File: src/rtl/uart_pkg.sv
// Shared definitions for the UART transmit arbiter: FSM state encodings and byte constants.
package uart_pkg;

  localparam int unsigned BYTE_W = 8;

  localparam logic [BYTE_W-1:0] ASCII_LF = 8'h0A;

  typedef enum logic [1:0] {
    ST_IDLE  = 2'd0,
    ST_START = 2'd1,
    ST_DRAIN = 2'd2
  } arb_state_t;

endpackage

File: src/rtl/uart_tx_arbiter_rr_pick.sv
// Rotating-priority picker: first set request strictly after ptr, wrapping modulo NUM_REQ.
module rr_pick #(
  parameter int unsigned NUM_REQ = 4,
  parameter int unsigned ID_W    = 2
) (
  input  logic [NUM_REQ-1:0] req,
  input  logic [ID_W-1:0]    ptr,
  output logic [ID_W-1:0]    winner,
  output logic               any
);

  // Two passes: indices above ptr first, then the wrapped range 0..ptr.
  always_comb begin
    winner = '0;
    any    = 1'b0;
    for (int unsigned j = 0; j < NUM_REQ; j++) begin
      if (!any && req[j] && (j > 32'(ptr))) begin
        winner = ID_W'(j);
        any    = 1'b1;
      end
    end
    for (int unsigned j = 0; j < NUM_REQ; j++) begin
      if (!any && req[j] && (j <= 32'(ptr))) begin
        winner = ID_W'(j);
        any    = 1'b1;
      end
    end
  end

endmodule

File: src/rtl/uart_tx_arbiter.sv
// Round-robin sharing of one UART transmitter between NUM_REQ byte producers, with start timeout.
// Optional line lock (no interleaving of text lines) enabled by UART_TX_ARB_LINE_LOCK_EN.
module uart_tx_arbiter
  import uart_pkg::*;
#(
  parameter int unsigned NUM_REQ       = 4,
  parameter int unsigned ID_W          = 2,
  parameter int unsigned START_TIMEOUT = 1024,
  parameter int unsigned LOCK_IDLE     = 30000000
) (
  input  logic                      sys_clk,
  input  logic                      rst,
  input  logic [NUM_REQ-1:0]        req_valid,
  input  logic [BYTE_W*NUM_REQ-1:0] req_data,
  output logic [NUM_REQ-1:0]        req_ready,
  output logic                      uart_tx_en,
  output logic [BYTE_W-1:0]         uart_tx_data,
  input  logic                      uart_tx_busy,
  output logic [ID_W-1:0]           grant_id,
  output logic                      arb_busy,
  output logic                      tx_timeout
);

  localparam int unsigned         CNT_W    = $clog2(START_TIMEOUT) + 1;
  localparam logic [CNT_W-1:0]    CNT_LAST = CNT_W'(START_TIMEOUT - 1);
  localparam logic [ID_W-1:0]     PTR_RST  = ID_W'(NUM_REQ - 1);

  arb_state_t         r_state, w_state_nxt;
  logic [ID_W-1:0]    r_ptr, w_ptr_nxt;
  logic [CNT_W-1:0]   r_cnt, w_cnt_nxt;
  logic               r_tx_en, w_tx_en_nxt;
  logic [BYTE_W-1:0]  r_tx_data, w_tx_data_nxt;
  logic [NUM_REQ-1:0] r_ready, w_ready_nxt;
  logic [ID_W-1:0]    r_grant, w_grant_nxt;
  logic               r_timeout, w_timeout_nxt;

  logic [NUM_REQ-1:0] w_req_eff;
  logic [ID_W-1:0]    w_win;
  logic               w_any;
  logic [NUM_REQ-1:0] w_win_onehot;
  logic [BYTE_W-1:0]  w_sel_data;
  logic               w_accept;

  rr_pick #(
    .NUM_REQ(NUM_REQ),
    .ID_W   (ID_W)
  ) u_pick (
    .req    (w_req_eff),
    .ptr    (r_ptr),
    .winner (w_win),
    .any    (w_any)
  );

  always_comb begin
    w_win_onehot = '0;
    w_sel_data   = '0;
    for (int unsigned i = 0; i < NUM_REQ; i++) begin
      if (w_win == ID_W'(i)) begin
        w_win_onehot[i] = 1'b1;
        w_sel_data      = req_data[i*BYTE_W +: BYTE_W];
      end
    end
  end

`ifdef UART_TX_ARB_LINE_LOCK_EN
  localparam int unsigned       LK_W    = $clog2(LOCK_IDLE) + 1;
  localparam logic [LK_W-1:0]   LK_LAST = LK_W'(LOCK_IDLE - 1);

  logic               r_locked;
  logic [ID_W-1:0]    r_lock_id;
  logic [LK_W-1:0]    r_lock_idle;
  logic [NUM_REQ-1:0] w_lock_onehot;
  logic               w_lock_valid;

  always_comb begin
    w_lock_onehot = '0;
    for (int unsigned i = 0; i < NUM_REQ; i++) begin
      if (r_lock_id == ID_W'(i)) w_lock_onehot[i] = 1'b1;
    end
  end

  assign w_lock_valid = |(req_valid & w_lock_onehot);
  assign w_req_eff    = r_locked ? (req_valid & w_lock_onehot) : req_valid;

  // An LF from the owner ends its line; a silent owner loses the lock after LOCK_IDLE cycles.
  always_ff @(posedge sys_clk) begin
    if (rst) begin
      r_locked    <= 1'b0;
      r_lock_id   <= '0;
      r_lock_idle <= '0;
    end else if (w_accept) begin
      r_locked    <= (w_sel_data != ASCII_LF);
      r_lock_id   <= w_win;
      r_lock_idle <= '0;
    end else if (r_locked) begin
      if (w_lock_valid) begin
        r_lock_idle <= '0;
      end else if (r_lock_idle == LK_LAST) begin
        r_locked    <= 1'b0;
        r_lock_idle <= '0;
      end else begin
        r_lock_idle <= r_lock_idle + LK_W'(1);
      end
    end
  end
`else
  logic w_unused_lock_idle;

  assign w_unused_lock_idle = (LOCK_IDLE == 0);
  assign w_req_eff          = req_valid;
`endif

  always_comb begin
    w_state_nxt   = r_state;
    w_ptr_nxt     = r_ptr;
    w_cnt_nxt     = r_cnt;
    w_tx_en_nxt   = r_tx_en;
    w_tx_data_nxt = r_tx_data;
    w_ready_nxt   = '0;
    w_grant_nxt   = r_grant;
    w_timeout_nxt = 1'b0;
    w_accept      = 1'b0;

    unique case (r_state)
      ST_IDLE: begin
        if (!uart_tx_busy && w_any) begin
          w_accept      = 1'b1;
          w_tx_data_nxt = w_sel_data;
          w_tx_en_nxt   = 1'b1;
          w_ready_nxt   = w_win_onehot;
          w_grant_nxt   = w_win;
          w_ptr_nxt     = w_win;
          w_cnt_nxt     = '0;
          w_state_nxt   = ST_START;
        end
      end
      ST_START: begin
        if (uart_tx_busy) begin
          w_tx_en_nxt = 1'b0;
          w_state_nxt = ST_DRAIN;
        end else if (r_cnt == CNT_LAST) begin
          w_tx_en_nxt   = 1'b0;
          w_timeout_nxt = 1'b1;
          w_state_nxt   = ST_IDLE;
        end else if (r_cnt != '1) begin
          w_cnt_nxt = r_cnt + CNT_W'(1);
        end
      end
      ST_DRAIN: begin
        if (!uart_tx_busy) w_state_nxt = ST_IDLE;
      end
      default: w_state_nxt = ST_IDLE;
    endcase
  end

  always_ff @(posedge sys_clk) begin
    if (rst) begin
      r_state   <= ST_IDLE;
      r_ptr     <= PTR_RST;
      r_cnt     <= '0;
      r_tx_en   <= 1'b0;
      r_tx_data <= '0;
      r_ready   <= '0;
      r_grant   <= '0;
      r_timeout <= 1'b0;
    end else begin
      r_state   <= w_state_nxt;
      r_ptr     <= w_ptr_nxt;
      r_cnt     <= w_cnt_nxt;
      r_tx_en   <= w_tx_en_nxt;
      r_tx_data <= w_tx_data_nxt;
      r_ready   <= w_ready_nxt;
      r_grant   <= w_grant_nxt;
      r_timeout <= w_timeout_nxt;
    end
  end

  assign req_ready    = r_ready;
  assign uart_tx_en   = r_tx_en;
  assign uart_tx_data = r_tx_data;
  assign grant_id     = r_grant;
  assign arb_busy     = (r_state != ST_IDLE);
  assign tx_timeout   = r_timeout;

endmodule
File: config.mk
export PLATFORM = sky130hd
export DESIGN_NAME = uart_tx_arbiter
export DESIGN_NICKNAME = d
export VERILOG_FILES = /design/src/rtl/uart_pkg.sv /design/src/rtl/uart_tx_arbiter_rr_pick.sv /design/src/rtl/uart_tx_arbiter.sv
export SDC_FILE = /design/constraint.sdc
export NUM_CORES = 1
export LEC_CHECK = 0
export CAP_MARGIN = 0
export CORE_UTILIZATION = 48
export DETAILED_ROUTE_END_ITERATION = 8
export PLACE_DENSITY = 0.86
export SLEW_MARGIN = 20
export SYNTH_ARGS = -nofsm -noshare
export SYNTH_HDL_FRONTEND = slang
export SYNTH_SLANG_ARGS = --single-unit
File: constraint.sdc
create_clock -name sys_clk -period 5.2 [get_ports sys_clk]
set_input_delay 1.04 -clock sys_clk [delete_from_list [all_inputs] [get_ports sys_clk]]
set_output_delay 1.04 -clock sys_clk [all_outputs]
set_load 0.01 [all_outputs]
==> impl_metrics.env <==
export IMPL_status="completed"
export IMPL_synthCells=199
export IMPL_tightest_slew_ns=0.8458
export IMPL_wl_per_cell_um=14.75
export IMPL_cp_arrival_ns=3.16
export IMPL_post_cts_buffers=0
export IMPL_first_iter_violations=197
export IMPL_fin_setup_tns_ns=0
export IMPL_grt_first_pass_wirelength_um=6686
export IMPL_fp_dieW_um=60.50
export IMPL_cap_viol_max_count=0
export IMPL_p_int_uw=408.4
export IMPL_ys_seq_area_share_pct=37.78
export IMPL_synth_seq_cells=31
export IMPL_synth_top_family_by_area="simple AND/OR/NAND/NOR gates"
export IMPL_period_needed_ns=2.973
export IMPL_firstDrtPassIters=4
export IMPL_synth_xor_area_share_pct=4.265
export IMPL_synth_fa_ha_area_share_pct=0.7616
export IMPL_crit_slowest_cell="or4_4"
export IMPL_layout_common_cells="clkdlybuf4s50_1, dfxtp_1, nor2_1, nand2_1, a21oi_1"
export IMPL_fin_crit_sh_pct=57.17
export IMPL_drive_gt1_share_pct=6.400
export IMPL_pwr_share_clk_pct=28.4
export IMPL_leakage_nw=0.7969
export IMPL_synth_edf_count=0
export IMPL_wl_met1_um=1984
export IMPL_swShare_pct=28.43
export IMPL_endpoint_kind="flip-flop"
export IMPL_track_usage_pct=24.97
export IMPL_io_pins=56
export IMPL_ctsHoldBuffers=0
export IMPL_skew_ns=0.01023
export IMPL_avgSynthCellArea_sq_um=8.255
export IMPL_syn2layout_area_growth_pct=37.01
export IMPL_antenna_found_initial=0
export IMPL_crit_path_start_kind="input pin"
export IMPL_dr_wl_met2_um=2073
export IMPL_numClockSinks=31
export IMPL_final_common_cell="clkdlybuf4s50_1"
export IMPL_io_buffers=55
export IMPL_place_congestion=0.8459
export IMPL_comb_power_share_pct=25.4
export IMPL_start_util_pct=52.10
export IMPL_grt_max_degree=24
export IMPL_hpwl_um=3212
export IMPL_core_sq_um=3153
export IMPL_num_rows=20
export IMPL_drc_errors=0
export IMPL_top_layer="met4"
export IMPL_via_count=1680
export IMPL_relSlewSlack_pct=43.44
export IMPL_cp_slowest_stage_delay_ns=0.64
export IMPL_fmax_ghz=0.3364
export IMPL_vdd_drop_max_mv=0.1831
export IMPL_n_antenna_cell=0
export IMPL_cts_path_max_buffers=2
export IMPL_syn_nets=239
export IMPL_grt_pass1_vias=1478
export IMPL_crit_family="simple AND/OR/NAND/NOR gates"
export IMPL_seqPwrFrac_pct=46.1
export IMPL_ctsResizeCount=0
export IMPL_hold_viol_final=0
export IMPL_crit_buf_inv=1
export IMPL_cts_tree="built"
export IMPL_path_clk_slew_ns=0.09
export IMPL_path_class="in2reg"
export IMPL_pwr_density_cell_nw_per_um2=253.5
export IMPL_yosysWarnings=0
export IMPL_die_area_sq_um=3660
export IMPL_timing_hold_ws_ns=0.4421
export IMPL_clockRootBuffer="clkbuf_4"
export IMPL_rsz0062_at_grt="no"
export IMPL_final_util_pct=71.39
export IMPL_worstPathCellList="clkdlybuf4s50_1 > or4_4 > nand2_1 > nor2_1 > nand2_1 > o32ai_1"
export IMPL_required_ns=5.38
export IMPL_switchingPower_uw=162.2
export IMPL_nets=289
export IMPL_syn_area_sq_um=1643
export IMPL_synth_flop_cell="dfxtp_1"
export IMPL_worst_path_max_fanout=15
export IMPL_setup_viol=0
export IMPL_synthMuxAreaShare_pct=0.6093
export IMPL_ctsHtreeMaxLevel=2
export IMPL_finalWirelength_um=4336
export IMPL_cpMostUsedCell="nand2_1"
export IMPL_maxSlewViolCount=0
export IMPL_clock_latency_ns=0.34
export IMPL_detail_route_vias_per_cell=5.714
export IMPL_hold_class="reg2reg"
export IMPL_cts_buffers_inserted=5
export IMPL_met3_length_um=201
export IMPL_grt_ovfl_total=0
export IMPL_ys_types=44
export IMPL_async_flop_share_pct=0
export IMPL_synthSimpleGateAreaFrac_pct=26.05
export IMPL_synth_compound_area_share_pct=24.90
export IMPL_die_y_um=60.50
export IMPL_postRouteAntennaNets=0
## per-stage QoR
stage                     setup slack [ns]  std cells  power [mW]  cell area [sq um]
after global routing                 2.107        294      0.5984               2251
after CTS                            2.251        294      0.5709               2251
after floorplan                      2.784        199      0.3481               1643
final                                2.227        294      0.5706               2251
after global placement               1.989        286      0.4105               2182
after detailed placement             1.898        286      0.4128               2182
## cell usage after synthesis, types with 2 or more instances
cell type / n / share of area (%)
o21ai_0: 6 / 1.8
nor4_1: 5 / 1.9
xnor2_1: 8 / 4.3
nor3b_1: 2 / 0.91
buf_2: 5 / 1.5
o211ai_1: 2 / 0.91
nor2_1: 29 / 6.6
o32ai_1: 7 / 3.7
nand2_1: 18 / 4.1
dfxtp_1: 31 / 38
and2_1: 2 / 0.76
nand4_1: 2 / 0.76
nand3_1: 2 / 0.61
o21bai_1: 3 / 1.4
o22ai_1: 2 / 0.76
clkbuf_1: 5 / 1.1
nand2b_1: 4 / 1.5
inv_1: 5 / 1.1
buf_6: 2 / 1.4
nor3_1: 9 / 2.7
and2_4: 2 / 1.1
a21oi_1: 13 / 4.0
a2bb2oi_1: 7 / 3.7
a221oi_1: 8 / 4.3
## power groups by stage
| stage | Sequential [mW] | Clock (mW) | Combinational, mW |
|---|---|---|---|
| final | 0.263 | 0.162 | 0.145 |
| after global routing | 0.265 | 0.178 | 0.156 |
| after floorplan | 0.267 | 0 | 0.0809 |
| after global placement | 0.268 | 0 | 0.142 |
| after CTS | 0.263 | 0.163 | 0.145 |
| after detailed placement | 0.268 | 0 | 0.145 |
## flip-flops by register name (all words and copies together) (netlist names)
register and flops:
grant_id 2, req_ready 4, uart_tx_en 1, tx_timeout 1
r_cnt 11, uart_tx_data 8, r_state 2, r_ptr 2
## worst min-delay path, stage by stage (launching register included)
cell	delay, ns
dfxtp_1	0.31
inv_1	0.06
nor2_1	0.04
## cells by family after synthesis
kind of cell,count (synthesis)
AO/OA/AOI/OAI,55
adder cells (fa/ha/maj),1
multiplexers,1
AND/OR/NAND/NOR,85
flip-flops,31
XOR/XNOR,8
buffers and inverters,18
## path summary, 6_finish.rpt
check / cells past startpoint / slack, ns / end / start
min: 2 / 0.44 / r_cnt[10] / r_cnt[10]
max reg2reg: 5 / 3.22 / uart_tx_data[6] / r_state[0]
max: 6 / 2.23 / uart_tx_data[6] / req_valid[1]
min reg2reg: 2 / 0.44 / r_cnt[10] / r_cnt[10]
## layer usage
layer	track usage, %	vias up
met5	0	-
met4	8.766	0
met3	7.036	7
met2	40.66	59
met1	31.79	781
li1	-	833
## cell type report
class | instances | area, sq um
Multi-Input combinational cell | 150 | 929.6
Fill cell | 259 | 902.1
Sequential cell | 31 | 620.6
Timing Repair Buffer | 56 | 558.0
Clock buffer | 8 | 68.82
Tap cell | 44 | 55.05
Inverter | 5 | 18.77
No activity file was read; power rests on OpenSTA's default activity.
==> variant 1, RTL diff (config.mk and constraints unchanged) <==
Set the package constant `BYTE_W` to 12 (it was 8).
--- a/src/rtl/uart_pkg.sv
+++ b/src/rtl/uart_pkg.sv
@@ -1,7 +1,7 @@
 // Shared definitions for the UART transmit arbiter: FSM state encodings and byte constants.
 package uart_pkg;
 
-  localparam int unsigned BYTE_W = 8;
+  localparam int unsigned BYTE_W = 12;
 
   localparam logic [BYTE_W-1:0] ASCII_LF = 8'h0A;
 
Ports: changed (resized req_data and uart_tx_data); port bits go from 56 to 76. The function was not compared with the original's and may differ.
==> variant 1 against the unedited design <==
Sequential share of layout area down 2.4 points. Largest cell class unchanged. Worst setup slack worse by 0.13 ns. First-iteration DRC count decreased by 66%. Total power grew 30%. Final area increased by 24%. Synthesized area increased by 18%. Sequential cell count rose by 4. Critical path type unchanged. Clock skew shrank 0.0021 ns. Count of clock-buffer cells in the layout is 3 lower. Global-route usage rose by 0.67 points. Routed wire length up 21%. Cell count grew 11%.
==> variant 1: results (changes against the unedited design) <==
| Metric | Value |
|---|---|
| Status | completed |
| Hold path endpoint | uart_tx_data[10] |
| Peak per-stage delay on the critical path | 0.77 ns (+0.13 ns) |
| Critical-path maximum fanout | 13 (-2) |
| Fill count | 283 (+9.3%) |
| R2r startpoint | r_ptr[1] |
| Layout clock area frac | 4.04% (+0.98 points) |
| Seq area share | 25.1% (-2.4 points) |
| Layout cells sized above 1 | 12.2% (+5.8 points) |
| Max frequency | 0.322 GHz (-4.2%) |
| Seq_cells | 35 (+13%) |
| Seq/Total Area, Yosys | 36.0% (-1.8 points) |
| Reg2reg end | uart_tx_data[11] |
| Input/output buffers | 75 (+36%) |
| Hold Path Origin | uart_tx_data[10] |
| Synth area leaders | dfxtp_1, a221oi_2, o221ai_2 |
| Detailed Route Iter0 Violations | 67 (-66%) |
| Nets | 334 (+16%) |
| Leakage power | 0.916 nW (+15%) |
| Dpl ws | 1.65 ns (-0.245 ns) |
| Min Hold Slack | 0.448 ns (+0.00635 ns) |
| Worst VDD drop | 0.214 mV (+17%) |
| Largest net degree at the start of global routing | 15 (-38%) |
| First-pass GRT wire length | 8310 um (+24%) |
| CP arrival | 3.34 ns (+0.18 ns) |
| Cell depth of the worst min-delay path | 2 (unchanged) |
| Signal buffers share of area | 27.2% (+2.4 points) |
| R2R setup slack | 3.06 ns (-0.16 ns) |
| Clock Skews | 0.00808 ns (-0.00215 ns) |
| Buffers, non-clock | 76 (+36%) |
| Multi-input gates | 155 (+3.3%) |
| Max reg flops | 12 (+1) |
| Vias in the first global route | 1,764 (+19%) |
| Critical path's slowest cell | nor2_1 |
| Root buf cell | clkbuf_8 |
| Total track usage | 25.6% (+0.67 points) |
| Syn nets | 265 (+11%) |
| Synth cell types | 49 (+11%) |
[variant 1: critical path, delay by kind of cell]
kind	cells	cell delay, ns
compound gates	1	0.11
simple gates	4	1.56
buf+inv	1	0.63
[variant 1: logic make-up after synthesis]
family	Yosys count	share of synthesized area, %
multiplexers	2	1.03
AND/OR/NAND/NOR	82	23.5
XOR/XNOR	8	3.60
flip-flops	35	36.0
AO/OA/AOI/OAI	62	29.5
adder cells (fa/ha/maj)	1	0.643
buffers and inverters	19	5.79
[variant 1: routing by layer]
metal / vias up / global-route usage [%] / part of all wire (%)
met5: - / 0 / 0
met4: 0 / 12.2 / 2.5
met3: 14 / 4.17 / 3.6
met2: 47 / 43.8 / 51
met1: 873 / 30.9 / 42
li1: 924 / - / -
[variant 1: per-stage QoR]
step / cells / cell area [um^2]
floorplan: 209 / 1950
global placement: 319 / 2670
detailed placement: 319 / 2670
CTS: 327 / 2780
global route: 327 / 2790
finish: 327 / 2790
[variant 1: power by group through the flow]
stage | Combinational [W] | Clock [W] | Sequential (W)
final | 0.000191 | 0.000250 | 0.000301
after detailed placement | 0.000189 | 0 | 0.000307
after global placement | 0.000186 | 0 | 0.000306
after floorplan | 0.000101 | 0 | 0.000308
after CTS | 0.000191 | 0.000251 | 0.000300
after global routing | 0.000206 | 0.000265 | 0.000304
[variant 1: how the worst max path moves through the flow]
stage / cells past startpoint / startpoint / end
final: 6 / req_valid[1] / uart_tx_data[2]
after CTS: 6 / req_valid[1] / r_ptr[0]
after detailed placement: 6 / req_valid[1] / r_ptr[0]
after global routing: 6 / req_valid[1] / uart_tx_data[10]
after global placement: 6 / req_valid[1] / r_ptr[0]
after floorplan: 7 / req_valid[1] / r_ptr[0]
==> variant 2, RTL diff (same flow settings) <==
Made on the original files. Register the output `tx_timeout` once more, with the module's reset; this adds one clock of latency there. The other outputs are not delayed to match.
--- a/src/rtl/uart_tx_arbiter.sv
+++ b/src/rtl/uart_tx_arbiter.sv
@@ -180,6 +180,12 @@
   assign uart_tx_data = r_tx_data;
   assign grant_id     = r_grant;
   assign arb_busy     = (r_state != ST_IDLE);
-  assign tx_timeout   = r_timeout;
+  always_ff @(posedge sys_clk) begin
+    if (rst) begin
+      tx_timeout <= '0;
+    end else begin
+      tx_timeout <= r_timeout;
+    end
+  end
 
 endmodule
Function: same outputs for any inputs over 10 cycles, from zero or initial values and one cycle with rst high; that may be too few to reach the edited logic, so the function may still have changed.
==> variant 2 against the unedited design <==
Sequential cell count increased by 1. Global-route usage fell by 1.2 points. Synthesized area grew 12%. Clock power grew 47%. Routed wire length is 4.4% higher. Critical endpoint is now r_cnt[3]. Die area is 12% higher. Total power grew 17%. Final area is 10% higher. Utilization down 4.3 points. Critical path depth shrank 1. Sequential power rose by 3%. Worst setup slack got worse by 0.073 ns. Largest power group unchanged. Largest cell class unchanged.
==> variant 2: results (changes against the unedited design) <==
| Metric | Value |
|---|---|
| Status | completed |
| Met3 GRT Util | 6.07% (-0.96 points) |
| Ys Warns | 0 (unchanged) |
| Internal Power | 0.000484 W (+18%) |
| R2R cell count | 5 (unchanged) |
| DRC violations left | 0 (unchanged) |
| Seq/Total Area, Yosys | 34.7% (-3.1 points) |
| Met2 usage | 39.1% (-1.6 points) |
| Layout cells sized above 1 | 5.82% (-0.58 points) |
| Detailed Route Iter0 Violations | 131 (-34%) |
| CP arrival | 3.27 ns (+0.11 ns) |
| Vias in the first global route | 1,613 (+9.1%) |
| Leakage power | 0.871 nW (+9.2%) |
| Diodes inserted | 0 (unchanged) |
| Synth area leaders | dfxtp_1, a211oi_1, nand2b_1 |
| Fill count | 318 (+23%) |
| Clk slew on worst S/H paths | 0.07 ns (-0.02 ns) |
| Least-Margin Pin Slew | 0.915 ns (+0.0687 ns) |
| Postcts setup bufs | 0 (unchanged) |
| Largest net degree at the start of global routing | 31 (+29%) |
| Input/output buffers | 55 (unchanged) |
| Worst min-delay path category | reg -> reg |
| Root buf cell | clkbuf_8 |
| Total track usage | 23.8% (-1.2 points) |
| DP Cell Count | 315 (+10%) |
| Hpwl dp | 3110 um (-3.1%) |
| First-pass GRT wire length | 7590 um (+14%) |
| Vias per inst | 5.63 (-1.6%) |
| Final Wtd Congestion | 0.773 (-8.7%) |
| Commonest cells in the netlist | dfxtp_1, a211oi_1, nor2_1 |
| Most flops, register | r_cnt |
| Cell depth of the worst min-delay path | 1 (-1) |
| Mean routed wirelength per cell | 14.0 um (-5.0%) |
| CTS-repair resized insts | 0 (unchanged) |
| Clk_lat worst skew | 0.29 ns (-0.05 ns) |
| Syn Area/Cell | 8.10 um^2 (-1.9%) |
| Nets | 314 (+8.7%) |
| Htree depth | 2 (unchanged) |
| Worst VDD drop | 0.132 mV (-28%) |
| Clock Skews | 0.00543 ns (-0.00479 ns) |
| Dpl ws | 1.88 ns (-0.0173 ns) |
| DP Area | 0.00236 mm^2 (+8.4%) |
| Met1 Use GR | 30.1% (-1.7 points) |
| Critical-path maximum fanout | 30 (+15) |
| Synth cell types | 45 (+2.3%) |
| Total vias in the final route | 1,817 (+8.2%) |
| FFs w/ async S/R, synth | 0% (unchanged) |
| Cts bufs inserted | 5 (unchanged) |
| Syn nets | 268 (+12%) |
[variant 2: cell count changes after synthesis, sizes merged, moves of 9 or more]
cell	change
nor2	-9
nand2	-10
a211oi	+21
nand2b	+10
o21a	+10
[variant 2: worst paths after layout]
| check | from | to | slack [ns] |
|---|---|---|---|
| worst min register to register | r_timeout | tx_timeout | 0.44 |
| worst min-delay path | r_timeout | tx_timeout | 0.44 |
| worst max register to register | r_ptr[1] | r_ptr[0] | 3.24 |
| worst max-delay path | req_valid[2] | r_cnt[3] | 2.15 |
[variant 2: final cells by class]
class / instances / area, um^2 / share of cell area, %
multi-input combinational: 168 / 1060 / 43.0
clock buffer: 5 / 68.8 / 2.78
inverter: 11 / 41.3 / 1.67
tap: 48 / 60.1 / 2.43
timing repair buffer: 56 / 558 / 22.5
sequential: 32 / 641 / 25.9
clock inverter: 3 / 42.5 / 1.72
[variant 2: stage by stage]
step	util (%)	total power (W)
global placement	64.1	0.000427
detailed placement	64.1	0.000430
global route	67.1	0.000704
finish	67.1	0.000665
CTS	67.1	0.000667
floorplan	-	0.000368
[variant 2: metal layers]
layer / part of all wire (%) / vias up
met5: 0 / -
met4: 0.66 / 0
met3: 3.6 / 2
met2: 49 / 46
met1: 47 / 852
li1: - / 917
[variant 2: power groups by stage]
stage	clock, W	combinational (W)	sequential, W
6_report	0.000238	0.000156	0.000271
5_1_grt	0.000259	0.000171	0.000274
4_1_cts	0.000240	0.000156	0.000271
3_5_place_dp	0	0.000154	0.000276
3_3_place_gp	0	0.000151	0.000276
2_1_floorplan	0	0.0000926	0.000276
[variant 2: worst max-delay path, stage by stage]
cell and delay [ns]:
clkdlybuf4s50_1 0.61, or4_4 0.62, nand3_2 0.45, nand2b_1 0.34, a21oi_1 0.19
[variant 2: cells by family (layout without fill, tap and decap cells)]
kind of cell	Yosys count	after routing	synth area share [%]
compound gates	79	79	29.0
fa+ha+maj	1	1	0.677
simple gates	80	80	24.2
flops	32	32	34.7
xor+xnor	8	8	3.79
buf+inv	28	75	7.65
